**src/rtl/mul_norm_rnd.sv**
```systemverilog
// mul_norm_rnd: back end of a floating-point multiplier. Stage A normalises
// the raw mantissa product; stage B rounds to nearest-even, handles
// overflow, underflow and special operands, and packs {sign, exponent, fraction}.
// A single global stall (en) freezes both stages when the output is blocked.
module mul_norm_rnd #(
    parameter int SIGN_W = 1,
    parameter int EXPO_W = 8,
    parameter int MANT_W = 23
) (
    input  logic                            clk,
    input  logic                            rst,
    input  logic                            in_valid,
    output logic                            in_ready,
    input  logic [SIGN_W-1:0]               in_sign,
    input  logic [EXPO_W+1:0]               in_expo,
    input  logic [2*MANT_W+1:0]             in_mant,
    input  logic [$clog2(MANT_W+1)-1:0]     in_zero_nums,
    input  logic                            in_is_nan,
    input  logic                            in_is_inf,
    input  logic                            in_is_zero,
    output logic                            out_valid,
    input  logic                            out_ready,
    output logic [SIGN_W+EXPO_W+MANT_W-1:0] out_res,
    output logic                            out_of,
    output logic                            out_uf,
    output logic                            out_nx
);
    localparam int ZN_W  = $clog2(MANT_W+1);
    localparam int PW    = 2*MANT_W+2;
    localparam int EW    = EXPO_W+2;
    localparam int RES_W = SIGN_W+EXPO_W+MANT_W;
    localparam logic signed [EW-1:0] E_ONE    = EW'(1);
    localparam logic signed [EW:0]   E_MAX    = (EW+1)'((1 << EXPO_W) - 1);
    localparam logic [EXPO_W-1:0]    EXP_ONES = '1;

    // Global stall: the whole pipe moves only when the output slot can drain.
    logic en;
    assign en       = !out_valid || out_ready;
    assign in_ready = en;

    // Stage A state
    logic                     a_valid;
    logic [SIGN_W-1:0]        a_sign;
    logic signed [EW-1:0]     a_e;
    logic [MANT_W-1:0]        a_frac;
    logic                     a_guard;
    logic                     a_sticky;
    logic                     a_nan;
    logic                     a_inf;
    logic                     a_zero;

    // Stage A combinational: normalising shift and field extraction.
    logic [PW-1:0]            sh;
    logic signed [EW-1:0]     e_base;
    logic signed [EW-1:0]     na_e;
    logic [MANT_W-1:0]        na_frac;
    logic                     na_guard;
    logic                     na_sticky;

    // Normalise: pick the fraction window depending on whether the product overflowed into bit 2*MANT_W+1.
    always_comb begin
        // NOTE: every variable is given a default first so no path can leave it unassigned and infer a latch.
        sh        = in_mant << in_zero_nums;
        e_base    = signed'(in_expo) - signed'({{(EW-ZN_W){1'b0}}, in_zero_nums});
        na_frac   = sh[2*MANT_W-1:MANT_W];
        na_guard  = sh[MANT_W-1];
        na_sticky = |sh[MANT_W-2:0];
        na_e      = e_base;
        if (sh[PW-1]) begin
            na_frac   = sh[2*MANT_W:MANT_W+1];
            na_guard  = sh[MANT_W];
            na_sticky = |sh[MANT_W-1:0];
            na_e      = e_base + E_ONE;
        end
    end

    // Stage B combinational: round, classify, pack.
    logic                     inc;
    logic [MANT_W:0]          frac_rnd;
    logic signed [EW:0]       e_rnd;
    logic                     under;
    logic                     over;
    logic [RES_W-1:0]         nb_res;
    logic                     nb_of;
    logic                     nb_uf;
    logic                     nb_nx;

    // Round to nearest even, then apply special > underflow > overflow > normal priority.
    always_comb begin
        inc      = a_guard & (a_sticky | a_frac[0]);
        frac_rnd = {1'b0, a_frac} + {{MANT_W{1'b0}}, inc};
        // A carry out of the fraction leaves its low bits at zero and bumps the exponent.
        e_rnd    = signed'({a_e[EW-1], a_e}) + signed'({{EW{1'b0}}, frac_rnd[MANT_W]});
        // Underflow is judged on the exponent before rounding.
        under    = a_e[EW-1] || (a_e == '0);
        over     = e_rnd >= E_MAX;
        nb_res   = {a_sign, e_rnd[EXPO_W-1:0], frac_rnd[MANT_W-1:0]};
        nb_of    = 1'b0;
        nb_uf    = 1'b0;
        nb_nx    = a_guard | a_sticky;
        if (a_nan) begin
            nb_res = {{SIGN_W{1'b0}}, EXP_ONES, 1'b1, {(MANT_W-1){1'b0}}};
            nb_nx  = 1'b0;
        end else if (a_inf) begin
            nb_res = {a_sign, EXP_ONES, {MANT_W{1'b0}}};
            nb_nx  = 1'b0;
        end else if (a_zero) begin
            nb_res = {a_sign, {(EXPO_W+MANT_W){1'b0}}};
            nb_nx  = 1'b0;
        end else if (under) begin
            nb_res = {a_sign, {(EXPO_W+MANT_W){1'b0}}};
            nb_uf  = 1'b1;
            nb_nx  = 1'b1;
        end else if (over) begin
            nb_res = {a_sign, EXP_ONES, {MANT_W{1'b0}}};
            nb_of  = 1'b1;
            nb_nx  = 1'b1;
        end
    end

    // Stage A payload: captured with every accepted beat.
    always_ff @(posedge clk) begin
        // NOTE: state is written with <= so every register samples values from before the edge.
        // NOTE: payload registers carry no reset; only the valid bits need a known value.
        if (en && in_valid) begin
            a_sign   <= in_sign;
            a_e      <= na_e;
            a_frac   <= na_frac;
            a_guard  <= na_guard;
            a_sticky <= na_sticky;
            a_nan    <= in_is_nan;
            a_inf    <= in_is_inf;
            a_zero   <= in_is_zero;
        end
    end

    // Valid bits and output register; reset discards in-flight beats and wins over any handshake.
    always_ff @(posedge clk) begin
        if (rst) begin
            a_valid   <= 1'b0;
            out_valid <= 1'b0;
            out_res   <= '0;
            out_of    <= 1'b0;
            out_uf    <= 1'b0;
            out_nx    <= 1'b0;
        end else if (en) begin
            a_valid   <= in_valid;
            out_valid <= a_valid;
            if (a_valid) begin
                out_res <= nb_res;
                out_of  <= nb_of;
                out_uf  <= nb_uf;
                out_nx  <= nb_nx;
            end
        end
    end

endmodule

```
**config.mk**
```make
export PLATFORM = sky130hd
export DESIGN_NAME = mul_norm_rnd
export DESIGN_NICKNAME = d
export VERILOG_FILES = /design/src/rtl/mul_norm_rnd.sv
export SDC_FILE = /design/constraint.sdc
export NUM_CORES = 1
export LEC_CHECK = 0
export ABC_AREA = 1
export BUFFER_PORTS_ARGS = -buffer_cell sky130_fd_sc_hd__buf_2
export CORE_ASPECT_RATIO = 1.5
export CORE_UTILIZATION = 59
export CTS_CLUSTER_SIZE = 10
export DETAILED_ROUTE_END_ITERATION = 6
export HOLD_SLACK_MARGIN = 0.08
export PLACE_DENSITY = 0.82
export RECOVER_POWER = 100
export REMOVE_ABC_BUFFERS = 1
export SLEW_MARGIN = 20
export SYNTH_ARGS = -nofsm -noshare
export SYNTH_HDL_FRONTEND = slang
export SYNTH_SLANG_ARGS = --single-unit
export TNS_END_PERCENT = 20
```
**constraint.sdc**
```tcl
create_clock -name clk -period 4.2 [get_ports clk]
set_input_delay 0.42 -clock clk [delete_from_list [all_inputs] [get_ports clk]]
set_output_delay 0.42 -clock clk [all_outputs]
set_load 0.02 [all_outputs]
```
==> results_dict.tcl <==
set metrics [dict create \
    outcome "complete, but fails checks" \
    violated_checks "max-capacitance violations, max-slew violations" \
    powerDensity_mw_per_mm2 314 \
    p_comb_share_pct 29.1 \
    overall_via_count_from_detail_route 7578 \
    ctsLongestPathBuffers 2 \
    worst-path-max-fanout 29 \
    first_iteration_detailed_routing_drc_count 294 \
    min_to "a_sign" \
    std_cell_rows 48 \
    synth-seq-area-share_pct 27.1 \
    place.port_buffers 107 \
    whs_path_depth 1 \
    post_route_skew_ns 0.00534 \
    grt_pass1_wl_um 29400 \
    boundaryPins 108 \
    die_h_um 136 \
    netSwitchingFraction_pct 33.1 \
    numCtsBuffers 9 \
    grt_start_max_net_pins 59 \
    grt-ovfl-total 0 \
    filler_cell_count 1151 \
    synth.lib_cells_used.distinct 43 \
    timing.final.max_slew_violations 40 \
    detail_route.drc_violations 0 \
    syn-mean-instance-area_um2 6.07 \
    timing.critical_path.to_type "flip-flop" \
    leakagePower_nw 3.61 \
    routabilityCongestion 0.936 \
    fin_crit_ns 3.89 \
    initial_utilization_pct 60.8 \
    synth_top_area_share_pct 24.1 \
    postRouteAntennaNets 0 \
    hpwlAfterDp_um 13700 \
    fmaxAchievable_ghz 0.257 \
    syn_inst 1161 \
    core_area_mm2 0.0116 \
    fin_total_pwr_mw 2.43 \
    finalSetupTns_ns 0 \
    actual_transition_at_the_worst_max_transition_pin_ns 1.98 \
    r2r_end "out_res[11]" \
    intPower_mw 1.63 \
    via_count_of_the_first_global_routing_pass 6914 \
    drt_pre_antenna_iters 5 \
    slack_of_the_worst_reg_to_reg_path_ns 0.31 \
    nNetsFinal 1309 \
    critical_path_required_ns 4.46 \
    diodes 0 \
    dieWidth_um 91.2 \
    ys_top_cells_by_count "453 x sky130_fd_sc_hd__nand2_1, 170 x sky130_fd_sc_hd__nand3_1, 74 x sky130_fd_sc_hd__nor2_1" \
    cts.sinks 76 \
    largest_cells_by_area_after_synthesis "sky130_fd_sc_hd__nand2_1 24%, sky130_fd_sc_hd__edfxtp_1 17%, sky130_fd_sc_hd__nand3_1 12%" \
    routedWlPerCell_um 12.8 \
    setup_viol 0 \
    worst_r2r_startpoint "a_sticky" \
    mappedNetlistArea_mm2 0.00705 \
    synthDominantAreaCellType "sky130_fd_sc_hd__nand2_1" \
    leading_cell_type_by_number_of_instances_after_synthesis "sky130_fd_sc_hd__nand2_1" \
    timing.hold.worst.class "in -> reg" \
    hold_start "in_sign" \
    timing.max_cap.violations 1 \
    power.share.clock_pct 33.4 \
    skew_pair_late_insertion_delay_ns 0.34 \
    postRouteWirelength_um 17700 \
    ff2ff_path_depth 22 \
    vias_per_cell 5.48 \
    critical_path_class "reg -> reg" \
    hold_slack_ns 0.265 \
    grt_antenna_before_repair 0 \
    clk_root_buffer_cell "sky130_fd_sc_hd__clkbuf_16" \
    critPathArrivalTime_ns 4.15 \
    period_share_pct 92.7 \
    design.die.area_mm2 0.0124 \
    synthToLayoutAreaGrowth_pct 9.84 \
    drive_gt1_share_pct 9.74 \
    grt_usage_pct 28.9 \
    vdd_ir_drop_max_uv 214 \
    clkTransAtPathRegs_ns 0.06 \
    synth_edf_count 39 \
    synth-seq-cells 76 \
    start_kind "flip-flop" \
    yosys_warnings 0 \
    synthFlopType "sky130_fd_sc_hd__edfxtp_1" \
    pwr-share-seq_pct 37.5 \
    grt_setup_unrepaired "no" \
    ys_async_sr_fraction_pct 0 \
    timing.slew.headroom_pct -32.0 \
    tritoncts "done" \
    cts.htree.levels 3 \
    final-hold-violation-count 0 \
    switchingPower_uw 804 \
]
-- layer usage --
| metal | vias to the layer above | share of wire, % | wire [µm] | GRT usage [%] |
|---|---|---|---|---|
| met1 | 3385 | 40 | 7110 | 30.0 |
| met5 | - | 0 | 0 | 0 |
| met4 | 0 | 3.3 | 592 | 12.6 |
| met3 | 49 | 2.9 | 505 | 2.91 |
| met2 | 176 | 54 | 9500 | 57.8 |
| li1 | 3968 | - | - | - |
-- critical path, cell delays in order (launching register included) --
cell,delay [ns]
sky130_fd_sc_hd__edfxtp_1,0.34
sky130_fd_sc_hd__o21a_1,0.13
sky130_fd_sc_hd__ha_1,0.19
sky130_fd_sc_hd__nand3_1,0.14
sky130_fd_sc_hd__nor3_2,0.23
sky130_fd_sc_hd__nand2_1,0.13
sky130_fd_sc_hd__nor2_2,0.18
sky130_fd_sc_hd__nand3_1,0.15
sky130_fd_sc_hd__nor3_1,0.16
sky130_fd_sc_hd__nand3_1,0.09
sky130_fd_sc_hd__nor2_1,0.19
sky130_fd_sc_hd__ha_1,0.28
sky130_fd_sc_hd__ha_1,0.23
sky130_fd_sc_hd__nand2_1,0.12
sky130_fd_sc_hd__nor2_4,0.16
sky130_fd_sc_hd__nand3_1,0.12
sky130_fd_sc_hd__nand2_1,0.10
sky130_fd_sc_hd__nand2_1,0.06
sky130_fd_sc_hd__nor2_1,0.17
sky130_fd_sc_hd__nand2_2,0.11
sky130_fd_sc_hd__nand2_4,0.26
sky130_fd_sc_hd__nand3b_1,0.13
sky130_fd_sc_hd__a21oi_1,0.17
-- repair_timing --
item                       4_1_cts  5_1_grt
gates resized for setup          0        2
buffers inserted                 0        0
setup endpoints to repair        0       29
hold buffers                     0        0
-- layout make-up --
type | count | area, µm² | area share, %
Tap cell | 150 | 188 | 2.42
Multi-Input combinational cell | 959 | 4510 | 58.3
Timing Repair Buffer | 117 | 557 | 7.19
Clock inverter | 4 | 51.3 | 0.663
Clock buffer | 12 | 278 | 3.59
Sequential cell | 76 | 1910 | 24.7
Inverter | 64 | 245 | 3.17
-- state kept, by name, indices dropped and copies added, names as in the netlist --
signal and cells:
out_res 32, a_frac 23, a_e 10, a_guard 1, a_inf 1, a_nan 1
a_sign 1, a_sticky 1, a_valid 1, a_zero 1, out_nx 1, out_of 1
out_uf 1, out_valid 1
-- cells in the final DEF (no fill, tap or decap), types with 2 or more instances in the layout --
cell / synthesis / layout
sky130_fd_sc_hd__o21ai_0: 48 / 49
sky130_fd_sc_hd__edfxtp_1: 39 / 39
sky130_fd_sc_hd__buf_2: 19 / 70
sky130_fd_sc_hd__inv_1: 60 / 61
sky130_fd_sc_hd__o21ai_1: 14 / 12
sky130_fd_sc_hd__ha_1: 10 / 10
sky130_fd_sc_hd__o21ai_2: 1 / 2
sky130_fd_sc_hd__nand2_1: 453 / 456
sky130_fd_sc_hd__or2_2: 12 / 12
sky130_fd_sc_hd__a21oi_1: 54 / 54
sky130_fd_sc_hd__clkbuf_1: 20 / 39
sky130_fd_sc_hd__nor2_1: 74 / 76
sky130_fd_sc_hd__clkbuf_8: 0 / 2
sky130_fd_sc_hd__nor2_4: 2 / 2
sky130_fd_sc_hd__dfxtp_1: 37 / 37
sky130_fd_sc_hd__xor2_1: 20 / 20
sky130_fd_sc_hd__and2_1: 4 / 3
sky130_fd_sc_hd__nand3_1: 170 / 175
sky130_fd_sc_hd__o21a_1: 2 / 2
sky130_fd_sc_hd__nand4_1: 17 / 17
sky130_fd_sc_hd__xnor2_1: 4 / 4
sky130_fd_sc_hd__clkbuf_16: 0 / 10
sky130_fd_sc_hd__nand3_2: 9 / 4
sky130_fd_sc_hd__o211ai_1: 18 / 18
sky130_fd_sc_hd__buf_4: 10 / 8
sky130_fd_sc_hd__or2_1: 6 / 6
sky130_fd_sc_hd__nor3_1: 12 / 12
sky130_fd_sc_hd__inv_4: 0 / 2
sky130_fd_sc_hd__nand3b_1: 12 / 12
-- worst max path at each step --
stage	startpoint	to	slack [ns]	cells past startpoint
floorplan	a_sticky	out_res[22]	0.95	19
finish	a_sticky	out_res[11]	0.31	22
CTS	a_sticky	out_res[11]	0.16	19
detailed placement	a_sticky	out_res[10]	0.22	22
global route	a_frac[0]	out_res[0]	0.008	22
global placement	a_sticky	out_res[12]	0.40	19
-- kinds of logic after synthesis --
group                    count (synthesis)  synth area share [%]
buffers and inverters                  126                  8.40
adder cells (fa/ha/maj)                 11                  2.06
AND/OR/NAND/NOR                        782                  48.4
XOR/XNOR                                24                  2.98
flip-flops                              76                  27.1
AO/OA/AOI/OAI                          142                  11.0
-- power by group through the flow --
| stage | Sequential (mW) | Clock [mW] | Combinational, mW |
|---|---|---|---|
| 2_1_floorplan | 0.924 | 0 | 0.489 |
| 3_5_place_dp | 0.924 | 0 | 0.703 |
| 4_1_cts | 0.909 | 0.821 | 0.709 |
| 6_report | 0.912 | 0.812 | 0.706 |
| 5_1_grt | 0.920 | 0.847 | 0.803 |
| 3_3_place_gp | 0.922 | 0 | 0.695 |
-- through the flow --
stage	setup WS [ns]	utilization [%]	instance area [µm²]	instances
4_1_cts	0.163	67.5	7830	1382
3_3_place_gp	0.396	64.7	7500	1366
6_report	0.308	66.8	7740	1382
5_1_grt	0.00830	66.8	7740	1382
2_1_floorplan	0.945	-	6700	1099
3_5_place_dp	0.220	64.7	7500	1366
No activity file was read; power rests on OpenSTA's default activity.
